[src/rtl/seg7_pkg.sv]
// Shared types, seven-segment constants and the digit encoder
// for the seg7 value driver.
package seg7_pkg;

  typedef enum logic [1:0] {
    ST_IDLE    = 2'd0,
    ST_CONVERT = 2'd1,
    ST_LOAD    = 2'd2
  } state_e;

  localparam logic [7:0] SEG7_BLANK = 8'hFF;
  localparam logic [7:0] SEG7_DASH  = 8'hBF;

  // Active-low, bit0=a .. bit6=g
  localparam logic [6:0] SEG7_DIGIT [10] = '{
    7'h40, 7'h79, 7'h24, 7'h30, 7'h19,
    7'h12, 7'h02, 7'h78, 7'h00, 7'h10
  };

  function automatic logic [6:0] seg7_encode(input logic [3:0] nib);
    logic [6:0] code;
    code = SEG7_BLANK[6:0];
    if (nib < 4'd10) code = SEG7_DIGIT[nib];
    return code;
  endfunction

  function automatic int unsigned seg7_max(input int digits);
    int unsigned m;
    m = 1;
    for (int i = 0; i < digits; i++) m = m * 10;
    return m - 1;
  endfunction

endpackage

[src/rtl/bin2bcd_serial.sv]
// Serial double-dabble converter: one input bit per clock.
// busy drops during the final shift so the caller leaves on that edge.
module bin2bcd_serial
  import seg7_pkg::*;
#(
  parameter int BIN_W  = 20,
  parameter int DIGITS = 6
) (
  input  logic                  clk_i,
  input  logic                  rst_i,
  input  logic                  start_i,
  input  logic [BIN_W-1:0]      bin_i,
  output logic                  busy_o,
  output logic [4*DIGITS-1:0]   bcd_o
);

  localparam int SR_W  = 4*DIGITS + BIN_W;
  localparam int CNT_W = $clog2(BIN_W + 1);

  logic [SR_W-1:0]  sr_q, sr_d, adj;
  logic [CNT_W-1:0] cnt_q, cnt_d;

  always_comb begin
    adj = sr_q;
    for (int i = 0; i < DIGITS; i++) begin
      if (sr_q[BIN_W+4*i +: 4] >= 4'd5)
        adj[BIN_W+4*i +: 4] = sr_q[BIN_W+4*i +: 4] + 4'd3;
    end
  end

  always_comb begin
    sr_d  = sr_q;
    cnt_d = cnt_q;
    if (start_i) begin
      sr_d  = {{(4*DIGITS){1'b0}}, bin_i};
      cnt_d = CNT_W'(BIN_W);
    end else if (cnt_q != '0) begin
      sr_d  = adj << 1;
      cnt_d = cnt_q - 1'b1;
    end
  end

  always_ff @(posedge clk_i) begin
    if (rst_i) begin
      sr_q  <= '0;
      cnt_q <= '0;
    end else begin
      sr_q  <= sr_d;
      cnt_q <= cnt_d;
    end
  end

  assign busy_o = cnt_q > CNT_W'(1);
  assign bcd_o  = sr_q[SR_W-1 -: 4*DIGITS];

endmodule

[src/rtl/seg7_value_driver.sv]
// Binary value to six active-low seven-segment codes via serial BCD.
// Define SEG7_LZ_BLANK_EN to blank leading zero digits.
module seg7_value_driver
  import seg7_pkg::*;
#(
  parameter int DIGITS = 6,
  parameter int BIN_W  = 20
) (
  input  logic              max10_clk1_50,
  input  logic              reset,
  input  logic [BIN_W-1:0]  value,
  input  logic [DIGITS-1:0] dp,
  input  logic              value_valid,
  output logic              value_ready,
  output logic              done,
  output logic [7:0]        hex0,
  output logic [7:0]        hex1,
  output logic [7:0]        hex2,
  output logic [7:0]        hex3,
  output logic [7:0]        hex4,
  output logic [7:0]        hex5
);

  localparam logic [31:0] MAX_VAL = 32'(seg7_max(DIGITS));

  state_e              state_q, state_d;
  logic [DIGITS-1:0]   dp_q;
  logic                ovf_q;
  logic                done_q;
  logic [7:0]          hex_q [DIGITS];
  logic [7:0]          enc   [DIGITS];
  logic                start;
  logic                busy;
  logic [4*DIGITS-1:0] bcd;
`ifdef SEG7_LZ_BLANK_EN
  logic                lz;
`endif

  assign value_ready = (state_q == ST_IDLE) && !reset;
  assign start       = value_valid && value_ready;

  bin2bcd_serial #(
    .BIN_W  (BIN_W),
    .DIGITS (DIGITS)
  ) u_bcd (
    .clk_i   (max10_clk1_50),
    .rst_i   (reset),
    .start_i (start),
    .bin_i   (value),
    .busy_o  (busy),
    .bcd_o   (bcd)
  );

  always_comb begin
    state_d = state_q;
    unique case (state_q)
      ST_IDLE:    if (start) state_d = ST_CONVERT;
      ST_CONVERT: if (!busy) state_d = ST_LOAD;
      ST_LOAD:    state_d = ST_IDLE;
      default:    state_d = ST_IDLE;
    endcase
  end

  always_comb begin
    for (int i = 0; i < DIGITS; i++) begin
      enc[i] = {~dp_q[i], seg7_encode(bcd[4*i +: 4])};
      if (ovf_q) enc[i] = {~dp_q[i], SEG7_DASH[6:0]};
    end
`ifdef SEG7_LZ_BLANK_EN
    // Walk down from the top digit; hex0 always shows
    lz = 1'b1;
    for (int i = DIGITS-1; i > 0; i--) begin
      lz = lz && (bcd[4*i +: 4] == 4'd0);
      if (lz && !ovf_q) enc[i] = {~dp_q[i], SEG7_BLANK[6:0]};
    end
`endif
  end

  always_ff @(posedge max10_clk1_50) begin
    if (reset) begin
      state_q <= ST_IDLE;
      done_q  <= 1'b0;
      dp_q    <= '0;
      ovf_q   <= 1'b0;
      for (int i = 0; i < DIGITS; i++) hex_q[i] <= SEG7_BLANK;
    end else begin
      state_q <= state_d;
      done_q  <= (state_q == ST_LOAD);
      if (start) begin
        dp_q  <= dp;
        ovf_q <= 32'(value) > MAX_VAL;
      end
      if (state_q == ST_LOAD)
        for (int i = 0; i < DIGITS; i++) hex_q[i] <= enc[i];
    end
  end

  assign done = done_q;
  assign hex0 = hex_q[0];
  assign hex1 = hex_q[1];
  assign hex2 = hex_q[2];
  assign hex3 = hex_q[3];
  assign hex4 = hex_q[4];
  assign hex5 = hex_q[5];

endmodule

[config.mk]
export PLATFORM = sky130hd
export DESIGN_NAME = seg7_value_driver
export DESIGN_NICKNAME = d
export VERILOG_FILES = /design/src/rtl/seg7_pkg.sv /design/src/rtl/bin2bcd_serial.sv /design/src/rtl/seg7_value_driver.sv
export SDC_FILE = /design/constraint.sdc
export NUM_CORES = 1
export LEC_CHECK = 0
export CAP_MARGIN = 20
export CORE_UTILIZATION = 23
export DETAILED_ROUTE_END_ITERATION = 10
export GPL_ROUTABILITY_DRIVEN = 0
export PLACE_DENSITY = 0.46
export SLEW_MARGIN = 20
export SYNTH_ARGS = -nofsm -noshare
export SYNTH_HDL_FRONTEND = slang
export SYNTH_SLANG_ARGS = --single-unit
[constraint.sdc]
create_clock -name max10_clk1_50 -period 3.9 [get_ports max10_clk1_50]
set_input_delay 1.17 -clock max10_clk1_50 [delete_from_list [all_inputs] [get_ports max10_clk1_50]]
set_output_delay 1.17 -clock max10_clk1_50 [all_outputs]
set_load 0.02 [all_outputs]
==> qor_table.md, run 1 <==
| Item | Value |
|---|---|
| Commonest non-fill, non-tap cells in the layout | clkdlybuf4s50_1 (77), o21ai_0 (71), nor2_1 (70), a21oi_1 (62), dfxtp_1 (59) |
| Final setup fails | 0 |
| Share of power burned in combinational logic | 0.343 |
| Hold-fix buffer count after cts | 0 |
| Nets | 711 |
| Switching share of power | 0.375 |
| Worst rel slew slack | 0.407 |
| Placed cells | 956 |
| Most common library cell in the layout ignoring fill and taps | clkdlybuf4s50_1 |
| Number of design-rule violations left by the first detailed-router iteration | 235 |
| Post-CTS Setup Repair Bufs | 0 |
| Synthesis-to-layout area growth | 25.5% |
| Leakage power | 2.20 nW |
| Num CTS Buffers | 9 |
| Fraction of post-synthesis cell area in the top cell type by area | 0.265 |
| Sink count of the clock tree | 107 |
| Number of vias in the routed layout | 4318 |
| Residual antenna-violating net count after detailed routing | 0 |
| Drt wl/cell | 12.8 um |
| Clock latency reported for the late side of the worst-skew pair | 0.36 ns |
| Syn avg cell area | 9.19 um2 |
| Number of buffers inserted by port buffering | 78 |
| Starting density of the core | 0.237 |
| Fill count | 2407 |
| Synth warn | 0 |
| Result of the run | completed |
| Number of antenna repair diodes | 0 |
| Count of final max-slew check failures | 0 |
| Cell taking the most area after synthesis | edfxtp_1 |
| Max-cap violations | 0 |
| Final critical-path setup slack | 0.621 ns |
| Sequential area share after synthesis | 0.482 |
| I/O pin total | 79 |
| First-pass GRT wire length | 20.4 mm |
| Net switching power of the design | 0.00137 W |
| Total of flip-flops plus latches after synthesis | 107 |
| TritonCTS clock tree | yes |
| Max Freq | 305 MHz |
| Minimum period implied by the final worst setup slack | 3.28 ns |
| Non-filler instance count after layout | 972 |
| Non-Filler Cell Area, Final | 0.00682 mm2 |
| Final worst-path cycle share | 0.841 |
| Netlist area before placement | 0.00544 mm2 |
| Crit path DAT | 2.11 ns |
| Register cell area after layout | 0.00262 mm2 |
| Power density normalized to cell area | 537 mW/mm2 |
| Residual DRC | 0 |
| Gate count of the mapped netlist | 592 |
| Worst setup path class | primary input to primary output |
| Vias in the first global route | 4163 |
| Detailed-routing iteration count for the pre-antenna-repair pass | 4 |
| Die area | 0.0243 mm2 |
| Clock tree root buffer cell | clkbuf_16 |
| Worst endpoint required time | 2.73 ns |
| Maximum number of pins on one net before global-route repair | 47 |
| Type of destination of the critical path | primary output |
| Slew @ Worst Pin | 0.887 ns |
| Detailed Place HPWL | 8.46 mm |
| Via density | 4.44 |
| Width of the die | 156 um |
| Overall Global Routing Usage | 0.106 |
| Number of hold violations in the final report | 0 |
| Final clock skew | 0.00597 ns |
| Critical path launch point type | primary input |
| Ratio of cells with drive above 1 in the final layout | 0.0850 |
| Setup repair after global routing missed its margin | false |
| Largest driver fanout on the critical path | 2 |
| Clock slew at reported path FFs | 0.08 ns |
| Standard cell area after detailed placement | 0.00652 mm2 |
| Synth top area cells | edfxtp_1 (27%), dfxtp_1 (22%), o21ai_0 (6.5%) |
| Final-layout setup total negative slack | 0 ns |
| Internal | 0.00229 W |
| Initial antenna violation count | 0 |
| Clock tree buffer depth | 2 |
| Sequential share of power | 0.396 |
| Quantity of gates resized following cts | 0 |
| Number of H-tree branching levels | 3 |
| Total chip power | 0.00366 W |
| Path class of the lowest-slack min-delay path | flop to flop |
| Net count after synthesis | 649 |
| Multi-input gate area | 0.00255 mm2 |
| Number of cell rows | 55 |
| Total core area | 0.0229 mm2 |
| Portion of total power attributed to the clock network | 0.261 |
| Setup Slack @ Placement | 0.656 ns |
| Count of distinct cell types in the synthesized netlist | 38 |
| Overall die height | 156 um |
| Wire length after detailed routing | 12.5 mm |
| Global route total overflow | 0 |
| Peak ir drop on the vdd network | 339 uV |
[path summary, 6_finish.rpt]
| path | cells past startpoint | slack (ns) | to | startpoint |
|---|---|---|---|---|
| setup / recovery | 3 | 0.62 | value_ready | reset |
| hold reg to reg | 2 | 0.46 | u_bcd.sr_q[20] | u_bcd.sr_q[19] |
| setup reg to reg | 6 | 1.72 | u_bcd.sr_q[18] | u_bcd.cnt_q[0] |
| hold / removal | 2 | 0.46 | u_bcd.sr_q[20] | u_bcd.sr_q[19] |
[metrics by stage]
| stage | util | hold slack (ns) |
|---|---|---|
| floorplan | - | 0.434 |
| global route | 0.298 | 0.483 |
| finish | 0.298 | 0.459 |
| CTS | 0.298 | 0.460 |
| global placement | 0.284 | 0.442 |
| detailed placement | 0.284 | 0.446 |
[metal layers]
| layer | global-route usage | vias to the layer above | part of all wire |
|---|---|---|---|
| li1 | - | 2184 | - |
| met1 | 0.131 | 2037 | 0.47 |
| met2 | 0.181 | 81 | 0.48 |
| met3 | 0.0219 | 16 | 0.040 |
| met4 | 0.0373 | 0 | 0.013 |
| met5 | 0 | - | 0 |
[logic make-up after synthesis]
| kind of cell | share of synthesized area |
|---|---|
| buf+inv | 0.0506 |
| simple gates | 0.179 |
| fa+ha+maj | 0.0644 |
| flops | 0.482 |
| compound gates | 0.197 |
| mux | 0.0129 |
| xor+xnor | 0.0129 |
[layout make-up]
class                      instances  area share
sequential                       107       0.384
clock inverter                     7      0.0121
tap                              313      0.0574
inverter                          26      0.0143
multi-input combinational        423       0.373
timing repair buffer              87       0.125
clock buffer                       9      0.0330
[worst max-delay path, stage by stage]
cell	delay, ns
buf_2	0.11
nor3_1	0.18
clkdlybuf4s50_1	0.65
[cells in the mapped netlist]
cell type and instances:
a21oi_2 1, buf_4 3, xnor2_1 8, a31oi_1 1
o21ai_0 71, mux2i_1 7, inv_1 26, a211oi_1 3
a311oi_2 1, buf_2 19, nand2_1 50, o21ai_1 2
clkbuf_1 13, and2_1 12, ha_1 28, nor4b_4 1
o311ai_0 1, a21o_1 2, nand3_1 19, nor3_1 2
edfxtp_1 48, nor3_2 2, a211oi_2 16, o22ai_1 12
a21oi_1 62, nor3b_1 5, o31ai_1 5, a211o_1 1
or2_2 6, nand2_2 1, nand3b_1 3, or3b_2 1
buf_6 1, nand4_1 1, or4_1 1, nor2_1 70
nand2b_1 28, dfxtp_1 59
[power groups by stage]
stage          registers [W]  clock network, W  logic [W]
2_1_floorplan        0.00147                 0   0.000968
3_3_place_gp         0.00148                 0    0.00123
3_5_place_dp         0.00148                 0    0.00126
4_1_cts              0.00145          0.000993    0.00126
5_1_grt              0.00147           0.00103    0.00141
6_report             0.00145          0.000957    0.00126
[state kept, by name (all words and copies together), names as in the netlist]
signal       count
u_bcd.cnt_q      5
hex_q           48
done             1
u_bcd.sr_q      44
ovf_q            1
state_q          2
dp_q             6
Power figures use the tool's default switching activity.
==> run 2: changes to the inputs <==
==> constraint.sdc (replaced) <==
create_clock -name max10_clk1_50 -period 3.3 [get_ports max10_clk1_50]
set_input_delay 0.99 -clock max10_clk1_50 [delete_from_list [all_inputs] [get_ports max10_clk1_50]]
set_output_delay 0.99 -clock max10_clk1_50 [all_outputs]
set_load 0.02 [all_outputs]
==> qor_table.md, run 2 (same netlist as run 1, synthesis figures left out) <==
| Item | Value |
|---|---|
| Clock latency reported for the late side of the worst-skew pair | 0.35 ns |
| Number of antenna repair diodes | 0 |
| Worst rel slew slack | 0.612 |
| First-pass GRT wire length | 20.1 mm |
| Share of power burned in combinational logic | 0.344 |
| Switching share of power | 0.369 |
| Net switching power of the design | 0.00161 W |
| Detailed-routing iteration count for the pre-antenna-repair pass | 5 |
| Clock tree buffer depth | 2 |
| Capture point of the worst path | value_ready |
| Final-layout setup total negative slack | 0 ns |
| Result of the run | completed |
| Initial antenna violation count | 0 |
| Max-cap violations | 0 |
| Max reg flops | 48 |
| Worst endpoint required time | 2.31 ns |
| Total chip power | 0.00436 W |
| Overall die height | 156 um |
| Setup repair after global routing missed its margin | false |
| Number of vias in the routed layout | 4258 |
| Overall Global Routing Usage | 0.105 |
| Crit path DAT | 1.89 ns |
| Largest driver fanout on the critical path | 2 |
| Sequence of cells on the critical path | buf_2 -> nor3_1 -> clkdlybuf4s50_1 |
| Type of destination of the critical path | primary output |
| Register with the highest flop count | hex_q |
| Slew @ Worst Pin | 0.582 ns |
| I/O pin total | 79 |
| Power density normalized to cell area | 636 mW/mm2 |
| Number of hold violations in the final report | 0 |
| Maximum number of pins on one net before global-route repair | 49 |
| Nets | 713 |
| Fill count | 2418 |
| Drt wl/cell | 12.5 um |
| Minimum period implied by the final worst setup slack | 2.88 ns |
| Sequential share of power | 0.394 |
| Leakage power | 2.22 nW |
| Max Freq | 347 MHz |
| Most common library cell in the layout ignoring fill and taps | clkdlybuf4s50_1 |
| Via density | 4.37 |
| Sink count of the clock tree | 107 |
| Post-CTS Setup Repair Bufs | 0 |
| Final worst-path cycle share | 0.873 |
| Peak ir drop on the vdd network | 239 uV |
| Starting density of the core | 0.237 |
| Final setup fails | 0 |
| Die area | 0.0243 mm2 |
| Worst setup path class | primary input to primary output |
| Residual antenna-violating net count after detailed routing | 0 |
| Num CTS Buffers | 9 |
| Residual DRC | 0 |
| Clock slew at reported path FFs | 0.08 ns |
| Wire length after detailed routing | 12.2 mm |
| Portion of total power attributed to the clock network | 0.262 |
| Width of the die | 156 um |
| Number of cell rows | 55 |
| First element of the critical path | reset |
| Regs by FF count | hex_q x48, u_bcd.sr_q x44, dp_q x6 |
| Worst r2r dst | u_bcd.sr_q[1] |
| Number of design-rule violations left by the first detailed-router iteration | 187 |
| Detailed Place HPWL | 8.59 mm |
| Synthesis-to-layout area growth | 26.0% |
| Commonest non-fill, non-tap cells in the layout | clkdlybuf4s50_1 (77), o21ai_0 (71), nor2_1 (70), a21oi_1 (62), dfxtp_1 (59) |
| TritonCTS clock tree | yes |
| Core Util, Final | 0.299 |
| Internal | 0.00275 W |
| Register-to-Register Setup Slack | 1.44 ns |
| Number of buffers inserted by port buffering | 78 |
| Max stage delay on crit path | 0.65 ns |
| Path class of the lowest-slack min-delay path | flop to flop |
| Launch point of the worst reg-to-reg path | u_bcd.cnt_q[0] |
| Final clock skew | 0.0115 ns |
| Master of the slowest instance on the critical path | clkdlybuf4s50_1 |
| Hold-fix buffer count after cts | 0 |
| Register cell area after layout | 0.00262 mm2 |
| Ratio of cells with drive above 1 in the final layout | 0.0877 |
| Total core area | 0.0229 mm2 |
| Multi-input gate area | 0.00255 mm2 |
| Worst hold slack after final layout | 0.458 ns |
| Number of H-tree branching levels | 3 |
| Vias in the first global route | 4173 |
| Critical path launch point type | primary input |
| Clock tree root buffer cell | clkbuf_16 |
| Global route total overflow | 0 |
| Quantity of gates resized following cts | 0 |
| Path depth of the worst reg2reg path | 6 |
| Count of final max-slew check failures | 0 |
[run 2: stage by stage]
stage          setup slack, ns  instances  cell area (um2)
6_report                 0.420        974             6850
4_1_cts                  0.413        974             6850
3_3_place_gp             0.454        958             6530
2_1_floorplan            0.307        592             5440
3_5_place_dp             0.431        958             6530
5_1_grt                  0.388        974             6850
[run 2: how the worst min path moves through the flow]
| stage | cells after the start | endpoint | slack (ns) | from |
|---|---|---|---|---|
| after floorplan | 1 | hex_q[0][7] | 0.43 | dp_q[0] |
| after global placement | 1 | hex_q[0][7] | 0.44 | dp_q[0] |
| after detailed placement | 1 | hex_q[1][7] | 0.44 | dp_q[1] |
| after CTS | 1 | hex_q[1][7] | 0.46 | dp_q[1] |
| after global routing | 1 | hex_q[0][7] | 0.48 | dp_q[0] |
| final | 1 | hex_q[1][7] | 0.46 | dp_q[1] |
[run 2: worst max-delay path: cells and delay by family]
family	cells	cell delay, ns
AND/OR/NAND/NOR	1	0.14
buffers and inverters	2	0.76
[run 2: area by class of cell]
cell class | count | share of cell area
clock buffers | 11 | 0.0402
clock inverters | 5 | 0.00676
inverters | 26 | 0.0142
multi-input cells | 423 | 0.372
flip-flops and latches | 107 | 0.383
well taps | 313 | 0.0571
repair buffers | 89 | 0.127
[run 2: power by group through the flow]
stage | clock (W) | combinational, W | sequential [W]
floorplan | 0 | 0.00114 | 0.00174
global placement | 0 | 0.00149 | 0.00174
detailed placement | 0 | 0.00151 | 0.00175
CTS | 0.00118 | 0.00152 | 0.00172
global route | 0.00124 | 0.00172 | 0.00175
finish | 0.00114 | 0.00150 | 0.00172
[run 2: layer usage]
layer,vias up,global-route usage,share of wire,wire length (um)
li1,2191,-,-,-
met1,1982,0.130,0.48,5820
met2,73,0.177,0.47,5720
met3,12,0.0256,0.041,500
met4,0,0.0331,0.013,156
met5,-,0,0,0
